$ cat src/rtl/video_types.sv
// Shared types and default timing constants for the LCD line sequencer.
package video_types;

  typedef enum logic [1:0] {
    MODE_HBLANK = 2'd0,
    MODE_VBLANK = 2'd1,
    MODE_OAM    = 2'd2,
    MODE_DRAW   = 2'd3
  } video_mode_t;

  typedef enum logic [2:0] {
    StOff,
    StOam,
    StDraw,
    StHblank,
    StVblank
  } seq_state_t;

  localparam int unsigned DefDotsPerLine   = 456;
  localparam int unsigned DefLinesPerFrame = 154;
  localparam int unsigned DefVisibleLines  = 144;
  localparam int unsigned DefOamDots       = 80;
  localparam int unsigned DefMinDrawDots   = 172;

  function automatic video_mode_t mode_of(input seq_state_t st);
    video_mode_t m;
    case (st)
      StOam:    m = MODE_OAM;
      StDraw:   m = MODE_DRAW;
      StVblank: m = MODE_VBLANK;
      default:  m = MODE_HBLANK;
    endcase
    return m;
  endfunction

endpackage

$ cat src/rtl/video_dot_counter.sv
// Dot and line counters; both wrap by compare-and-clear.
module video_dot_counter
  import video_types::*;
#(
  parameter int unsigned DOTS_PER_LINE   = DefDotsPerLine,
  parameter int unsigned LINES_PER_FRAME = DefLinesPerFrame
) (
  input  logic       clk_i,
  input  logic       reset_i,
  input  logic       clear_i,
  output logic [8:0] dot_o,
  output logic [7:0] ly_o,
  output logic [7:0] ly_next_o,
  output logic       line_end_o,
  output logic       frame_end_o
);

  localparam logic [8:0] DotLast  = 9'(DOTS_PER_LINE - 1);
  localparam logic [7:0] LineLast = 8'(LINES_PER_FRAME - 1);

  logic [8:0] dot_q, dot_d;
  logic [7:0] ly_q, ly_d;
  logic       line_end, frame_end;

  assign line_end  = (dot_q == DotLast);
  assign frame_end = line_end && (ly_q == LineLast);

  always_comb begin
    dot_d = dot_q;
    ly_d  = ly_q;
    if (clear_i) begin
      dot_d = '0;
      ly_d  = '0;
    end else if (line_end) begin
      dot_d = '0;
      ly_d  = frame_end ? 8'd0 : ly_q + 8'd1;
    end else begin
      dot_d = dot_q + 9'd1;
    end
  end

  always_ff @(posedge clk_i) begin
    if (reset_i) begin
      dot_q <= '0;
      ly_q  <= '0;
    end else begin
      dot_q <= dot_d;
      ly_q  <= ly_d;
    end
  end

  assign dot_o       = dot_q;
  assign ly_o        = ly_q;
  assign ly_next_o   = ly_d;
  assign line_end_o  = line_end;
  assign frame_end_o = frame_end;

endmodule

$ cat src/rtl/video_line_sequencer.sv
// LCD dot/line scheduler: mode FSM, drawline strobe, VBlank/STAT interrupts.
// Build option VIDEO_SEQ_LYC_EN enables the LY==LYC compare and STAT pulse.
module video_line_sequencer
  import video_types::*;
#(
  parameter int unsigned DOTS_PER_LINE   = DefDotsPerLine,
  parameter int unsigned LINES_PER_FRAME = DefLinesPerFrame,
  parameter int unsigned VISIBLE_LINES   = DefVisibleLines,
  parameter int unsigned OAM_DOTS        = DefOamDots,
  parameter int unsigned MIN_DRAW_DOTS   = DefMinDrawDots
) (
  input  logic        clk,
  input  logic        reset,
  input  logic        lcd_en,
  input  logic        renderComplete,
  input  logic [7:0]  lyc,
  input  logic        lyc_irq_en,
  output logic        drawline,
  output logic [7:0]  ly,
  output video_mode_t mode,
  output logic        vblank_irq,
  output logic        stat_irq,
  output logic        ly_eq,
  output logic        overrun
);

  localparam logic [8:0] OamLast     = 9'(OAM_DOTS - 1);
  localparam logic [8:0] DrawMinLast = 9'(OAM_DOTS + MIN_DRAW_DOTS - 1);
  localparam logic [7:0] VisLast     = 8'(VISIBLE_LINES - 1);

  seq_state_t  state_q, state_d, next_line_st;
  video_mode_t mode_q, mode_d;
  logic        done_seen_q, done_seen_d;
  logic        drawline_q, drawline_d;
  logic        vblank_q, vblank_d;
  logic        stat_q, stat_d;
  logic        ly_eq_q, ly_eq_d;
  logic        overrun_q, overrun_d;
  logic        rc_valid, clear;

  logic [8:0]  dot;
  logic [7:0]  ly_cnt, ly_next;
  logic        line_end, frame_end;

  // Counters hold at 0 while off; the first enabled edge starts line 0, dot 0.
  assign clear = !lcd_en || (state_q == StOff);

  video_dot_counter #(
    .DOTS_PER_LINE  (DOTS_PER_LINE),
    .LINES_PER_FRAME(LINES_PER_FRAME)
  ) u_dot_counter (
    .clk_i      (clk),
    .reset_i    (reset),
    .clear_i    (clear),
    .dot_o      (dot),
    .ly_o       (ly_cnt),
    .ly_next_o  (ly_next),
    .line_end_o (line_end),
    .frame_end_o(frame_end)
  );

  always_comb begin
    state_d      = state_q;
    next_line_st = (frame_end || (ly_cnt < VisLast)) ? StOam : StVblank;
    // The renderer's report during the drawline cycle belongs to the previous line.
    rc_valid     = renderComplete && (state_q == StDraw) && !drawline_q;

    case (state_q)
      StOff: begin
        if (lcd_en) state_d = StOam;
      end
      StOam: begin
        if (dot == OamLast) state_d = StDraw;
      end
      StDraw: begin
        if (line_end) begin
          state_d = next_line_st;
        end else if ((dot >= DrawMinLast) && (done_seen_q || rc_valid)) begin
          state_d = StHblank;
        end
      end
      StHblank, StVblank: begin
        if (line_end) state_d = next_line_st;
      end
      default: state_d = StOff;
    endcase

    if (!lcd_en) state_d = StOff;

    done_seen_d = (state_q == StDraw) && (done_seen_q || rc_valid);
    drawline_d  = (state_q == StOam) && (state_d == StDraw);
    vblank_d    = lcd_en && (state_q != StOff) && line_end && (ly_cnt == VisLast);
    overrun_d   = overrun_q || (lcd_en && (state_q == StDraw) && line_end);
    mode_d      = mode_of(state_d);

`ifdef VIDEO_SEQ_LYC_EN
    ly_eq_d = (ly_next == lyc);
    stat_d  = ly_eq_d && !ly_eq_q && lyc_irq_en;
`else
    ly_eq_d = 1'b0;
    stat_d  = 1'b0;
`endif
  end

`ifndef VIDEO_SEQ_LYC_EN
  logic unused_lyc;
  assign unused_lyc = ^{lyc, lyc_irq_en, ly_next};
`endif

  always_ff @(posedge clk) begin
    if (reset) begin
      state_q     <= StOff;
      mode_q      <= MODE_HBLANK;
      done_seen_q <= 1'b0;
      drawline_q  <= 1'b0;
      vblank_q    <= 1'b0;
      stat_q      <= 1'b0;
      ly_eq_q     <= 1'b0;
      overrun_q   <= 1'b0;
    end else begin
      state_q     <= state_d;
      mode_q      <= mode_d;
      done_seen_q <= done_seen_d;
      drawline_q  <= drawline_d;
      vblank_q    <= vblank_d;
      stat_q      <= stat_d;
      ly_eq_q     <= ly_eq_d;
      overrun_q   <= overrun_d;
    end
  end

  assign drawline   = drawline_q;
  assign ly         = ly_cnt;
  assign mode       = mode_q;
  assign vblank_irq = vblank_q;
  assign stat_irq   = stat_q;
  assign ly_eq      = ly_eq_q;
  assign overrun    = overrun_q;

endmodule

$ cat config.mk
export PLATFORM = sky130hd
export DESIGN_NAME = video_line_sequencer
export DESIGN_NICKNAME = d
export VERILOG_FILES = /design/src/rtl/video_types.sv /design/src/rtl/video_dot_counter.sv /design/src/rtl/video_line_sequencer.sv
export SDC_FILE = /design/constraint.sdc
export NUM_CORES = 1
export LEC_CHECK = 0
export CAP_MARGIN = 20
export CORE_UTILIZATION = 30
export DETAILED_ROUTE_END_ITERATION = 6
export DONT_BUFFER_PORTS = 1
export GPL_TIMING_DRIVEN = 0
export HOLD_SLACK_MARGIN = 0.02
export SYNTH_ARGS = -nofsm -noshare
export SYNTH_HDL_FRONTEND = slang
export SYNTH_SLANG_ARGS = --single-unit
export TNS_END_PERCENT = 30
$ cat constraint.sdc
create_clock -name clk -period 2.05 [get_ports clk]
set_input_delay 0.205 -clock clk [delete_from_list [all_inputs] [get_ports clk]]
set_output_delay 0.205 -clock clk [all_outputs]
set_load 0.05 [all_outputs]
# Word level (Yosys, flattened, before mapping)

Index checks and enable logic that the tools add are counted.

Add/sub/neg operators: 2
$lt $le $gt $ge: 2
Equal/unequal tests: 11
Muxes and demuxes: 9
Reductions and logical operators: 22

Operators with widths:

| cell                | number |
|---|---|
| $mux 3              | 6 |
| $eq 8x8->1 const B  | 2 |
| $pmux 3 s4          | 1 |
| $logic_and 1x1->1   | 11 |
| $add 9x1->9 const B | 1 |
| $eq 3x2->1 const B  | 3 |
| $eq 9x7->1 const B  | 1 |
| $eq 9x9->1 const B  | 1 |
| $ge 9x8->1 const B  | 1 |
| $add 8x1->8 const B | 1 |
| $lt 8x8->1 const B  | 1 |
| $mux 8              | 1 |
| $eq 3x1->1 const B  | 2 |
| $eq 3x3->1 const B  | 2 |
| $pmux 2 s3          | 1 |
| $logic_or 1x1->1    | 4 |
| $reduce_or 2->1     | 2 |
| $logic_not 3->1     | 1 |
| $reduce_bool 3->1   | 1 |
| $reduce_or 3->1     | 1 |
| $logic_not 1->1     | 2 |

Register bits after elaboration: 26
Input port bits: 13
Output and inout port bits: 15
Word-level logic and storage cells: 54

# Logic depth before layout (Yosys ltp)

Gate-level depths: netlist of the first run.

Depth after elaboration: 11
Gate-level depth with buffers: 7
Gate-level depth less buffers: 7

# Hierarchy

Synthesis of the first run repeated with hierarchy kept, for this count alone.

Cell total of the unflattened synthesis: 163
Area, all modules: 1392.6 µm²

By module, submodules not included:

| module               | instances | cells each | area an instance (µm²) | seq. area each (µm²) |
|---|---|---|---|---|
| video_dot_counter    | 1         | 102        | 865.8                  | 340.3 |
| video_line_sequencer | 1         | 61         | 526.8                  | 180.2 |

# Worst setup path after synthesis of the first run

Ideal clock, no wire load.

Path type: reg-to-reg
Start: reg u_dot_counter.ly_q[7], in the netlist u_dot_counter.ly_o[7]
End: reg u_dot_counter.ly_q[2], in the netlist u_dot_counter.ly_o[2]
Library setup time: 119 ps
Arrival: 1838 ps
Required time: 1931 ps
Path slack: 93 ps
Stages on the path, launching flop included: 5
Buffers on the path: 0
Clock period less this slack: 1957 ps
Cells stage by stage: dfxtp_1 -> or3b_2 -> nor4_1 -> a21o_1 -> nor2_1

Longest elaborated chain between the ends: 3

Ends and longest elaborated chain:

| what                     | RTL line                | text |
|---|---|---|
| start: declaration       | video_dot_counter.sv:22 | `logic [7:0] ly_q, ly_d;` |
| start signal: assignment | video_dot_counter.sv:48 | `ly_q <= ly_d;` |
| $eq 8x8->1               | video_dot_counter.sv:26 | `assign frame_end = line_end && (ly_q == LineLast);` |
| $logic_and 1x1->1        | video_dot_counter.sv:26 |  |
| $mux 8                   | video_dot_counter.sv:36 | `ly_d = frame_end ? 8'd0 : ly_q + 8'd1;` |

Every way passes these cells.
A chain may end at the register's enable or synchronous reset.

# Worst setup path after layout of the first run

Start: reg u_dot_counter.dot_q[0], in the netlist u_dot_counter.dot_o[0]
End: reg u_dot_counter.ly_q[3], in the netlist u_dot_counter.ly_o[3]

Longest elaborated chain between the ends: 3

Ends and longest elaborated chain:

| what                     | RTL line                | text |
|---|---|---|
| start: declaration       | video_dot_counter.sv:21 | `logic [8:0] dot_q, dot_d;` |
| start signal: assignment | video_dot_counter.sv:47 | `dot_q <= dot_d;` |
| $eq 9x9->1 *             | video_dot_counter.sv:25 | `assign line_end = (dot_q == DotLast);` |
| $logic_and 1x1->1        | video_dot_counter.sv:26 |  |
| $mux 8                   | video_dot_counter.sv:36 |  |

Every way passes the cells marked *; elsewhere a longest branch is shown, timed or not.

==> results.md, run 1 <==
- Number of sinks handled by clock tree synthesis: 26
- Min Clock Period, post-route: 1.96 ns
- Leakage power: around 0.53 nW
- Root buffer cell: sky130_fd_sc_hd__clkbuf_8
- Final standard cell area without fillers: between 1000 and 1500 um^2
- Max capacitance violation total: 0
- Antenna Diode Count: 0
- TritonCTS clock tree: yes
- Sequential element share of the synthesized area: 0.407
- Total congestion overflow after global routing: 0
- Post-synthesis cell count: approximately 140
- Placer's final routability congestion estimate: 0.772
- P per Cell Area: approximately 660 nW/um^2
- Max transition margin: 0.516
- Initial antenna violation count: 0
- Average instance area after synthesis: about 9 um^2
- Final count of negative-setup-slack endpoints: 0
- Post-placement cell area: 1340 um^2
- Clk Latency, worst-skew pair: around 0.27 ns
- Final Max Tran Viols: 0
- Maximum fanout encountered on the critical timing path: 10
- Outcome: completed
- Ranking of synthesized cells by instance count: 26 x sky130_fd_sc_hd__dfxtp_1, 25 x sky130_fd_sc_hd__nor2_1, 6 x sky130_fd_sc_hd__nand2_1, 6 x sky130_fd_sc_hd__xnor2_1, 6 x sky130_fd_sc_hd__xor2_1
- DIE HEIGHT: about 67 um
- Synth-to-Final Area Change: 14.9%
- Arrival time at the worst endpoint: around 2.2 ns
- Endpoints failing hold: 0
- DRT met1 WL: approximately 1100 um
- Non-filler cells in the finished layout: 197
- Dominant delay contributor by cell family on the critical path: simple AND/OR/NAND/NOR gates
- CP max stage cell: sky130_fd_sc_hd__or4_4
- Library cells used by synthesis: between 50 and 60
- DRC violation count after routing: 0
- Placed wire-length estimate after detailed placement: 1850 um
- Top Ports: 28
- Area share of the largest cell type after synthesis: 0.407
- Fraction of final layout cells with drive strength greater than 1: 0.190
- Total wirelength of the detailed-routed design: between 2000 and 3000 um
- Cell area after synthesis: 1280 um^2
- GR Util All Layers: 0.123
- Flops & latches, synth: 26
- Worst stage delay on the critical path: roughly 0.43 ns
- Top cells by area, synth: sky130_fd_sc_hd__dfxtp_1 41%, sky130_fd_sc_hd__nor2_1 7.3%, sky130_fd_sc_hd__xnor2_1 4.1%
- Vias in the first global route: between 1000 and 1500
- Via count of the routed design: roughly 1000
- Chip Width: about 67 um
- Min Hold Slack: between 0.15 and 0.2 ns
- Number of synthesized flops with an enable pin: 0
- Most numerous cell in the Yosys netlist: sky130_fd_sc_hd__dfxtp_1
- Post-DRT Antenna Nets: 0
- Std cell rows: 23
- Initial core utilization: 0.315
- Nets: 164
- Global-route wire length before repair: 4310 um
- Met2 routed wirelength: 1340 um
- Required time of the worst setup path: 2.27 ns
- Full die area: 4520 um^2
- Fin util: 0.362
- Highest ir drop seen on vdd: 0.000431 V
- Met3 wirelength from detailed routing: between 100 and 150 um
- Async S/R FF share, synth: 0
- Number of cells in the design after placement: 190
- Most used DFF post-synth: sky130_fd_sc_hd__dfxtp_1
- Max H-tree Level: 1
- Initial drt markers: 62
- Area of the placeable core: roughly 4100 um^2
- Maximum buffer depth of the clock tree: 2
- Category of the worst setup path launch point: register
- Detailed-router iteration count before antenna repair: 4
- Critical path, cell by cell: ha_1, nand4b_4, or4_4, buf_6, or3_1, a21oi_2
- Maximum number of pins on one net before global-route repair: 16
- Period utilization: 0.959
- Number of buffers inserted during clock tree synthesis: 3
- Unrepaired setup endpoints after global routing: true
- Syn. warnings: 0
- Transition time at the pin with the least slew margin: slightly above 0.7 ns
- Count of buffering cells on the critical path with inverters included: 1
- Kind of end point of the critical path: register
- Clock-pin slew reported for the worst setup and hold paths after clock tree synthesis: 0.10 ns
- Largest clock skew in the final design: approximately 0.01 ns
- Top metal layer carrying routed signals: met3
- Leading area contributor after synthesis: sky130_fd_sc_hd__dfxtp_1
- Number of vias per cell: between 5 and 6
- Worst hold-check path type: input pin to register
- Fmax achieved: just over 500 MHz
- Routed wire length per instance: between 10 and 15 um
- Critical path type: register to register
- Input/output buffers: 0
## placed cells by master, fill, tap and decap left out, types with 2 or more instances in the layout
cell type / count
sky130_fd_sc_hd__nor2b_1: 2
sky130_fd_sc_hd__xor2_1: 6
sky130_fd_sc_hd__ha_1: 3
sky130_fd_sc_hd__nand2_1: 6
sky130_fd_sc_hd__nor4_4: 2
sky130_fd_sc_hd__xnor2_1: 6
sky130_fd_sc_hd__nand4_1: 2
sky130_fd_sc_hd__and3_1: 2
sky130_fd_sc_hd__inv_1: 5
sky130_fd_sc_hd__nor3_1: 3
sky130_fd_sc_hd__nor3_2: 2
sky130_fd_sc_hd__nand3_1: 3
sky130_fd_sc_hd__dfxtp_1: 23
sky130_fd_sc_hd__conb_1: 2
sky130_fd_sc_hd__clkbuf_8: 3
sky130_fd_sc_hd__nand2b_1: 2
sky130_fd_sc_hd__nor2_1: 25
sky130_fd_sc_hd__buf_4: 5
sky130_fd_sc_hd__a21o_1: 2
sky130_fd_sc_hd__or2_2: 2
sky130_fd_sc_hd__dfxtp_2: 3
sky130_fd_sc_hd__a211oi_1: 2
sky130_fd_sc_hd__a21oi_1: 3
## area by class of cell
class / count / area [um^2]
Buffer: 5 / 35.0
Clock buffer: 3 / 41.3
Inverter: 5 / 18.8
Timing Repair Buffer: 4 / 32.5
Sequential cell: 26 / 524
Fill cell: 401 / 2590
Tap cell: 50 / 62.6
Clock inverter: 1 / 30.0
Multi-Input combinational cell: 103 / 723
## metal layers
layer	GRT usage	up-vias
li1	-	501
met1	0.141	485
met2	0.224	26
met3	0.0405	0
met4	0.0213	0
met5	0	-
## report_power, final
group	internal, mW	switching, mW
registers	0.507	0.00663
clock network	0.261	0.162
logic	0.00806	0.0168
total	0.777	0.186
## through the flow
stage	setup TNS [ns]	worst slack, ns	power [mW]
floorplan	0	0.0928	0.545
global placement	-0.537	-0.0963	0.548
detailed placement	-1.04	-0.159	0.549
CTS	0	0.0558	0.979
global route	0	0.00157	0.994
finish	0	0.0850	0.962
## worst paths after layout
kind / cells past startpoint / to / slack (ns) / from
setup / recovery: 6 / u_dot_counter.ly_o[3]$_SDFFE_PP0P_ / 0.09 / u_dot_counter.dot_o[0]$_SDFF_PP0_
hold / removal: 2 / overrun$_SDFF_PP0_ / 0.16 / lcd_en
setup reg to reg: 6 / u_dot_counter.ly_o[3]$_SDFFE_PP0P_ / 0.09 / u_dot_counter.dot_o[0]$_SDFF_PP0_
hold reg to reg: 1 / u_dot_counter.dot_o[0]$_SDFF_PP0_ / 0.46 / u_dot_counter.dot_o[0]$_SDFF_PP0_
## flip-flops by register name (all words and copies together) (netlist names)
name / cells
u_dot_counter.ly_o: 8
state_q: 3
mode: 2
vblank_irq: 1
drawline: 1
overrun: 1
done_seen_q: 1
u_dot_counter.dot_o: 9
## what timing repair did
action / CTS / global route
pin swaps: 0 / 1
gates cloned: 0 / 0
endpoints found under the hold margin: 2 / 0
gates resized for setup: 3 / 3
setup endpoints to repair: 9 / 14
hold buffers: 1 / 0
setup buffers: 0 / 3
## cell families after synthesis
group,count (synthesis),share of synthesized area
other cells,1,0.00294
flops,26,0.407
compound gates,23,0.141
buf+inv,11,0.0450
simple gates,63,0.292
xor+xnor,12,0.0823
fa+ha+maj,3,0.0294
No activity file was read; power rests on OpenSTA's default activity.
==> run 2, diff against run 1 <==
--- a/config.mk
+++ b/config.mk
@@ -6,11 +6,12 @@
 export NUM_CORES = 1
 export LEC_CHECK = 0
 export CAP_MARGIN = 20
-export CORE_UTILIZATION = 30
+export CORE_UTILIZATION = 60
 export DETAILED_ROUTE_END_ITERATION = 6
 export DONT_BUFFER_PORTS = 1
 export GPL_TIMING_DRIVEN = 0
 export HOLD_SLACK_MARGIN = 0.02
+export PLACE_DENSITY = 0.76
 export SYNTH_ARGS = -nofsm -noshare
 export SYNTH_HDL_FRONTEND = slang
 export SYNTH_SLANG_ARGS = --single-unit
==> results.md, run 2 (synthesis gave the netlist of run 1 again) <==
- Kind of end point of the critical path: register
- Endpoints failing hold: 0
- Category of the worst setup path launch point: register
- DRC violation count after routing: 0
- Required time of the worst setup path: around 2.3 ns
- Arrival time at the worst endpoint: between 2 and 2.5 ns
- Detailed-router iteration count before antenna repair: 4
- Period utilization: 0.954
- Nets: approximately 170
- Leakage power: about 0.5 nW
- Transition time at the pin with the least slew margin: just under 0.7 ns
- Full die area: between 2000 and 2500 um^2
- Worst flop-to-flop path endpoint: u_dot_counter.dot_o[7]$_SDFF_PP0_
- Maximum fanout encountered on the critical timing path: 10
- DIE HEIGHT: a little under 50 um
- Fin util: 0.712
- Initial core utilization: 0.645
- Min Clock Period, post-route: around 2.0 ns
- Antenna Diode Count: 0
- Placed wire-length estimate after detailed placement: 1710 um
- Global-route wire length before repair: 3450 um
- Reg2reg start: u_dot_counter.dot_o[0]$_SDFF_PP0_
- Top Ports: 28
- Total chip power: ~0.79 mW
- Unrepaired setup endpoints after global routing: false
- Outcome: completed
- Vias in the first global route: between 800 and 900
- Initial drt markers: 25
- Max capacitance violation total: 0
- Number of cells traversed by the worst register-to-register path: 7
- Max transition margin: 0.536
- P per Cell Area: approximately 560 nW/um^2
- Number of sinks handled by clock tree synthesis: 26
- Critical path startpoint: u_dot_counter.dot_o[0]$_SDFF_PP0_
- End point of the critical path: u_dot_counter.dot_o[7]$_SDFF_PP0_
- Min Hold Slack: 0.120 ns
- Final Max Tran Viols: 0
- Total congestion overflow after global routing: 0
- Largest clock skew in the final design: between 0.003 and 0.004 ns
- Largest register FFs: 9
- Fmax achieved: 512 MHz
- Fraction of final layout cells with drive strength greater than 1: 0.203
- Placer's final routability congestion estimate: 0.813
- Critical path type: register to register
- Highest ir drop seen on vdd: about 0.00045 V
- Initial antenna violation count: 0
- Clk Latency, worst-skew pair: 0.31 ns
- Reg-to-reg setup timing slack: between 0.09 and 0.1 ns
- Final count of negative-setup-slack endpoints: 0
- TritonCTS clock tree: yes
- Max H-tree Level: 1
- Most frequent standard cell in the layout excluding fill and tap cells: sky130_fd_sc_hd__nor2_1
- Std cell rows: 16
- Routed wire length per instance: approximately 13 um
- Maximum number of pins on one net before global-route repair: 15
- Post-DRT Antenna Nets: 0
- Total wirelength of the detailed-routed design: between 2000 and 2500 um
- Number of vias per cell: approximately 5.8
- Area of the placeable core: ~2000 um^2
- Number of buffers inserted during clock tree synthesis: 3
- Most frequent cells in the layout: 25 x sky130_fd_sc_hd__nor2_1, 22 x sky130_fd_sc_hd__dfxtp_1, 6 x sky130_fd_sc_hd__nand2_1, 6 x sky130_fd_sc_hd__xor2_1, 6 x sky130_fd_sc_hd__xnor2_1
- GR Util All Layers: 0.211
- Maximum buffer depth of the clock tree: 2
- Via count of the routed design: a little over 1000
- Worst hold-check path type: input pin to register
- Chip Width: 48.1 um
- Input/output buffers: 0
- Synth-to-Final Area Change: 10.5%
- Clock-pin slew reported for the worst setup and hold paths after clock tree synthesis: ~0.13 ns
- Root buffer cell: sky130_fd_sc_hd__clkbuf_4
==> run 2: changes by cell type in the layout (fill, tap and decap cells not counted), sizes merged <==
cell	change
bufinv	-1
clkbuf	+2
==> run 2: layout make-up <==
type	count	area, um^2
Sequential cell	26	526
Fill cell	152	571
Inverter	5	18.8
Tap cell	27	33.8
Clock buffer	4	36.3
Buffer	6	38.8
Multi-Input combinational cell	103	726
Timing Repair Buffer	4	32.5
==> run 2: report_power, final <==
| group | internal (mW) | switching [mW] |
|---|---|---|
| Sequential | 0.508 | 0.00632 |
| Clock | 0.108 | 0.141 |
| Combinational | 0.00829 | 0.0168 |
==> run 2: timing repair <==
item	CTS	global route
setup buffers	0	3
gates resized for setup	3	5
pin swaps	0	1
hold endpoints to repair	2	0
hold buffers	1	0
endpoints found under the setup margin	8	17
==> run 2: per-layer routing <==
layer  wire (um)  track usage  vias up
met2        1140        0.368       40
met4          30       0.0944        0
met3         113       0.0444        6
met1        1070        0.248      473
met5           0            0        -
li1            -            -      503
==> run 2: how the worst min path moves through the flow <==
stage | from | endpoint | slack (ns) | cells past startpoint
6_report | lcd_en | overrun$_SDFF_PP0_ | 0.12 | 2
3_5_place_dp | reset | done_seen_q$_SDFF_PP0_ | 0.28 | 1
2_1_floorplan | reset | done_seen_q$_SDFF_PP0_ | 0.28 | 1
4_1_cts | lcd_en | overrun$_SDFF_PP0_ | 0.10 | 2
3_3_place_gp | reset | done_seen_q$_SDFF_PP0_ | 0.28 | 1
5_1_grt | lcd_en | overrun$_SDFF_PP0_ | 0.13 | 2
==> run 2: worst max-delay path: stages (launching register included) <==
cell	delay, ns
sky130_fd_sc_hd__dfxtp_1	0.40
sky130_fd_sc_hd__ha_2	0.26
sky130_fd_sc_hd__nand4b_4	0.14
sky130_fd_sc_hd__or4_4	0.43
sky130_fd_sc_hd__buf_6	0.15
sky130_fd_sc_hd__nand2b_1	0.06
sky130_fd_sc_hd__clkbuf_1	0.29
sky130_fd_sc_hd__nor2_1	0.10
==> run 2: metrics by stage <==
step	instances	TNS, ns	setup WS (ns)	cell area, um^2
after detailed placement	167	-0.697	-0.121	1320
after global placement	167	-0.461	-0.0842	1320
after floorplan	140	0	0.0928	1280
after global routing	175	0	0.0243	1410
final	175	0	0.0950	1410
after CTS	172	0	0.0101	1370
==> run 3, diff against run 2 <==
--- a/config.mk
+++ b/config.mk
@@ -9,9 +9,9 @@
 export CORE_UTILIZATION = 60
 export DETAILED_ROUTE_END_ITERATION = 6
 export DONT_BUFFER_PORTS = 1
-export GPL_TIMING_DRIVEN = 0
 export HOLD_SLACK_MARGIN = 0.02
 export PLACE_DENSITY = 0.76
+export RECOVER_POWER = 100
 export SYNTH_ARGS = -nofsm -noshare
 export SYNTH_HDL_FRONTEND = slang
 export SYNTH_SLANG_ARGS = --single-unit
==> results.md, run 3 (synthesis gave the netlist of run 1 again) <==
- Outcome: completed
- Via count of the routed design: roughly 1000
- Placer's final routability congestion estimate: just over 0.8
- Total Negative Setup Slacks: 0 ns
- Number of fillers in the final layout: between 150 and 200
- Required time of the worst setup path: between 2 and 2.5 ns
- Endpoints failing hold: 0
- Number of buffers inserted during clock tree synthesis: 3
- Root buffer cell: sky130_fd_sc_hd__clkbuf_4
- Area of the placeable core: between 1500 and 2000 um^2
- DIE HEIGHT: 48.1 um
- Transition time at the pin with the least slew margin: approximately 0.76 ns
- Worst-case setup margin in the final layout: approximately 0.17 ns
- Fmax achieved: approximately 530 MHz
- Worst slack at placement: between 0.1 and 0.15 ns
- Number of sinks handled by clock tree synthesis: 26
- Max transition margin: 0.495
- Chip Width: a little under 50 um
- Postcts setup bufs: 0
- Post-DRT Antenna Nets: 0
- Kind of end point of the critical path: register
- Detailed-router iteration count before antenna repair: 4
- Most frequent standard cell in the layout excluding fill and tap cells: sky130_fd_sc_hd__dfxtp_1
- Antenna Diode Count: 0
- Total wirelength of the detailed-routed design: roughly 2400 um
- Most frequent cells in the layout: 26 x sky130_fd_sc_hd__dfxtp_1, 25 x sky130_fd_sc_hd__nor2_1, 9 x sky130_fd_sc_hd__clkbuf_1
- Total congestion overflow after global routing: 0
- Number of cells in the design after placement: ~170
- Non-filler cells in the finished layout: 177
- Input/output buffers: 0
- Arrival time at the worst endpoint: roughly 2.2 ns
- Fraction of final layout cells with drive strength greater than 1: 0.100
- Leakage power: about 0.49 nW
- Highest ir drop seen on vdd: about 0.00040 V
- Min Hold Slack: about 0.09 ns
- P per Cell Area: 585 nW/um^2
- Nets: roughly 170
- Period utilization: 0.919
- Worst hold-check path type: input pin to register
- Min Clock Period, post-route: around 1.9 ns
- Initial drt markers: 13
- Final count of negative-setup-slack endpoints: 0
- TritonCTS clock tree: yes
- Clk Latency, worst-skew pair: approximately 0.31 ns
- Routed wire length per instance: between 10 and 15 um
- Global-route wire length before repair: 3650 um
- Max H-tree Level: 1
- Number of vias per cell: around 5.8
- Placed wire-length estimate after detailed placement: around 1800 um
- Maximum buffer depth of the clock tree: 2
- Vias in the first global route: 896
- GR Util All Layers: 0.230
- Top Ports: 28
- Area occupied by registers: 520 um^2
- Synth-to-Final Area Change: 5.78%
- Initial core utilization: 0.645
- DRC violation count after routing: 0
- Category of the worst setup path launch point: register
- Unrepaired setup endpoints after global routing: false
- Final Max Tran Viols: 0
- Initial antenna violation count: 0
- Clock-pin slew reported for the worst setup and hold paths after clock tree synthesis: around 0.13 ns
- Full die area: between 2000 and 2500 um^2
- Multi-input combinational cell area: roughly 700 um^2
- Critical path type: register to register
- Max capacitance violation total: 0
- Std cell rows: 16
- Maximum fanout encountered on the critical timing path: 4
- Largest clock skew in the final design: roughly 0.0028 ns
- Largest register FFs: 9
- Maximum number of pins on one net before global-route repair: 15
run 3: final timing paths:
kind	depth (start not counted)	to	slack, ns	startpoint
max	6	mode[0]$_SDFF_PP0_	0.17	u_dot_counter.dot_o[0]$_SDFF_PP0_
min	2	overrun$_SDFF_PP0_	0.09	lcd_en
max reg2reg	6	mode[0]$_SDFF_PP0_	0.17	u_dot_counter.dot_o[0]$_SDFF_PP0_
min reg2reg	1	u_dot_counter.dot_o[0]$_SDFF_PP0_	0.52	u_dot_counter.dot_o[0]$_SDFF_PP0_
run 3: stage by stage:
stage          total power [mW]  instance area (um^2)   util
6_report                  0.790                  1350  0.682
5_1_grt                   0.823                  1350  0.682
4_1_cts                   0.799                  1410  0.709
3_5_place_dp              0.545                  1360  0.686
3_3_place_gp              0.545                  1360  0.686
2_1_floorplan             0.545                  1280      -
run 3: area by class of cell:
type                       instances  area share
clock buffer                       4      0.0269
inverter                           5      0.0139
multi-input combinational        103       0.507
sequential                        26       0.385
tap                               27      0.0250
timing repair buffer              12      0.0417
run 3: routing by layer:
metal / vias up / global-route usage / wire length (um)
met3: 4 / 0.0556 / 95
met5: - / 0 / 0
met1: 485 / 0.265 / 1080
li1: 512 / - / -
met2: 21 / 0.389 / 1170
met4: 0 / 0.128 / 31
run 3: worst max-delay path: stages (launching register included):
cell and delay, ns:
sky130_fd_sc_hd__dfxtp_1 0.41, sky130_fd_sc_hd__ha_2 0.27, sky130_fd_sc_hd__nand3_1 0.16, sky130_fd_sc_hd__nor4_4 0.33, sky130_fd_sc_hd__nor2_1 0.10, sky130_fd_sc_hd__a2111oi_2 0.41, sky130_fd_sc_hd__o21a_1 0.18
run 3: power breakdown:
group / switching (mW) / internal [mW] / leakage [nW]
clock: 0.145 / 0.109 / 0.0210
combinational: 0.0159 / 0.00549 / 0.259
sequential: 0.00689 / 0.508 / 0.210
total: 0.168 / 0.622 / 0.490
run 3: repair_timing:
action / CTS / global route
hold buffers: 1 / 0
endpoints found under the setup margin: 0 / 2
resized for setup: 0 / 2
hold endpoints to repair: 2 / 0
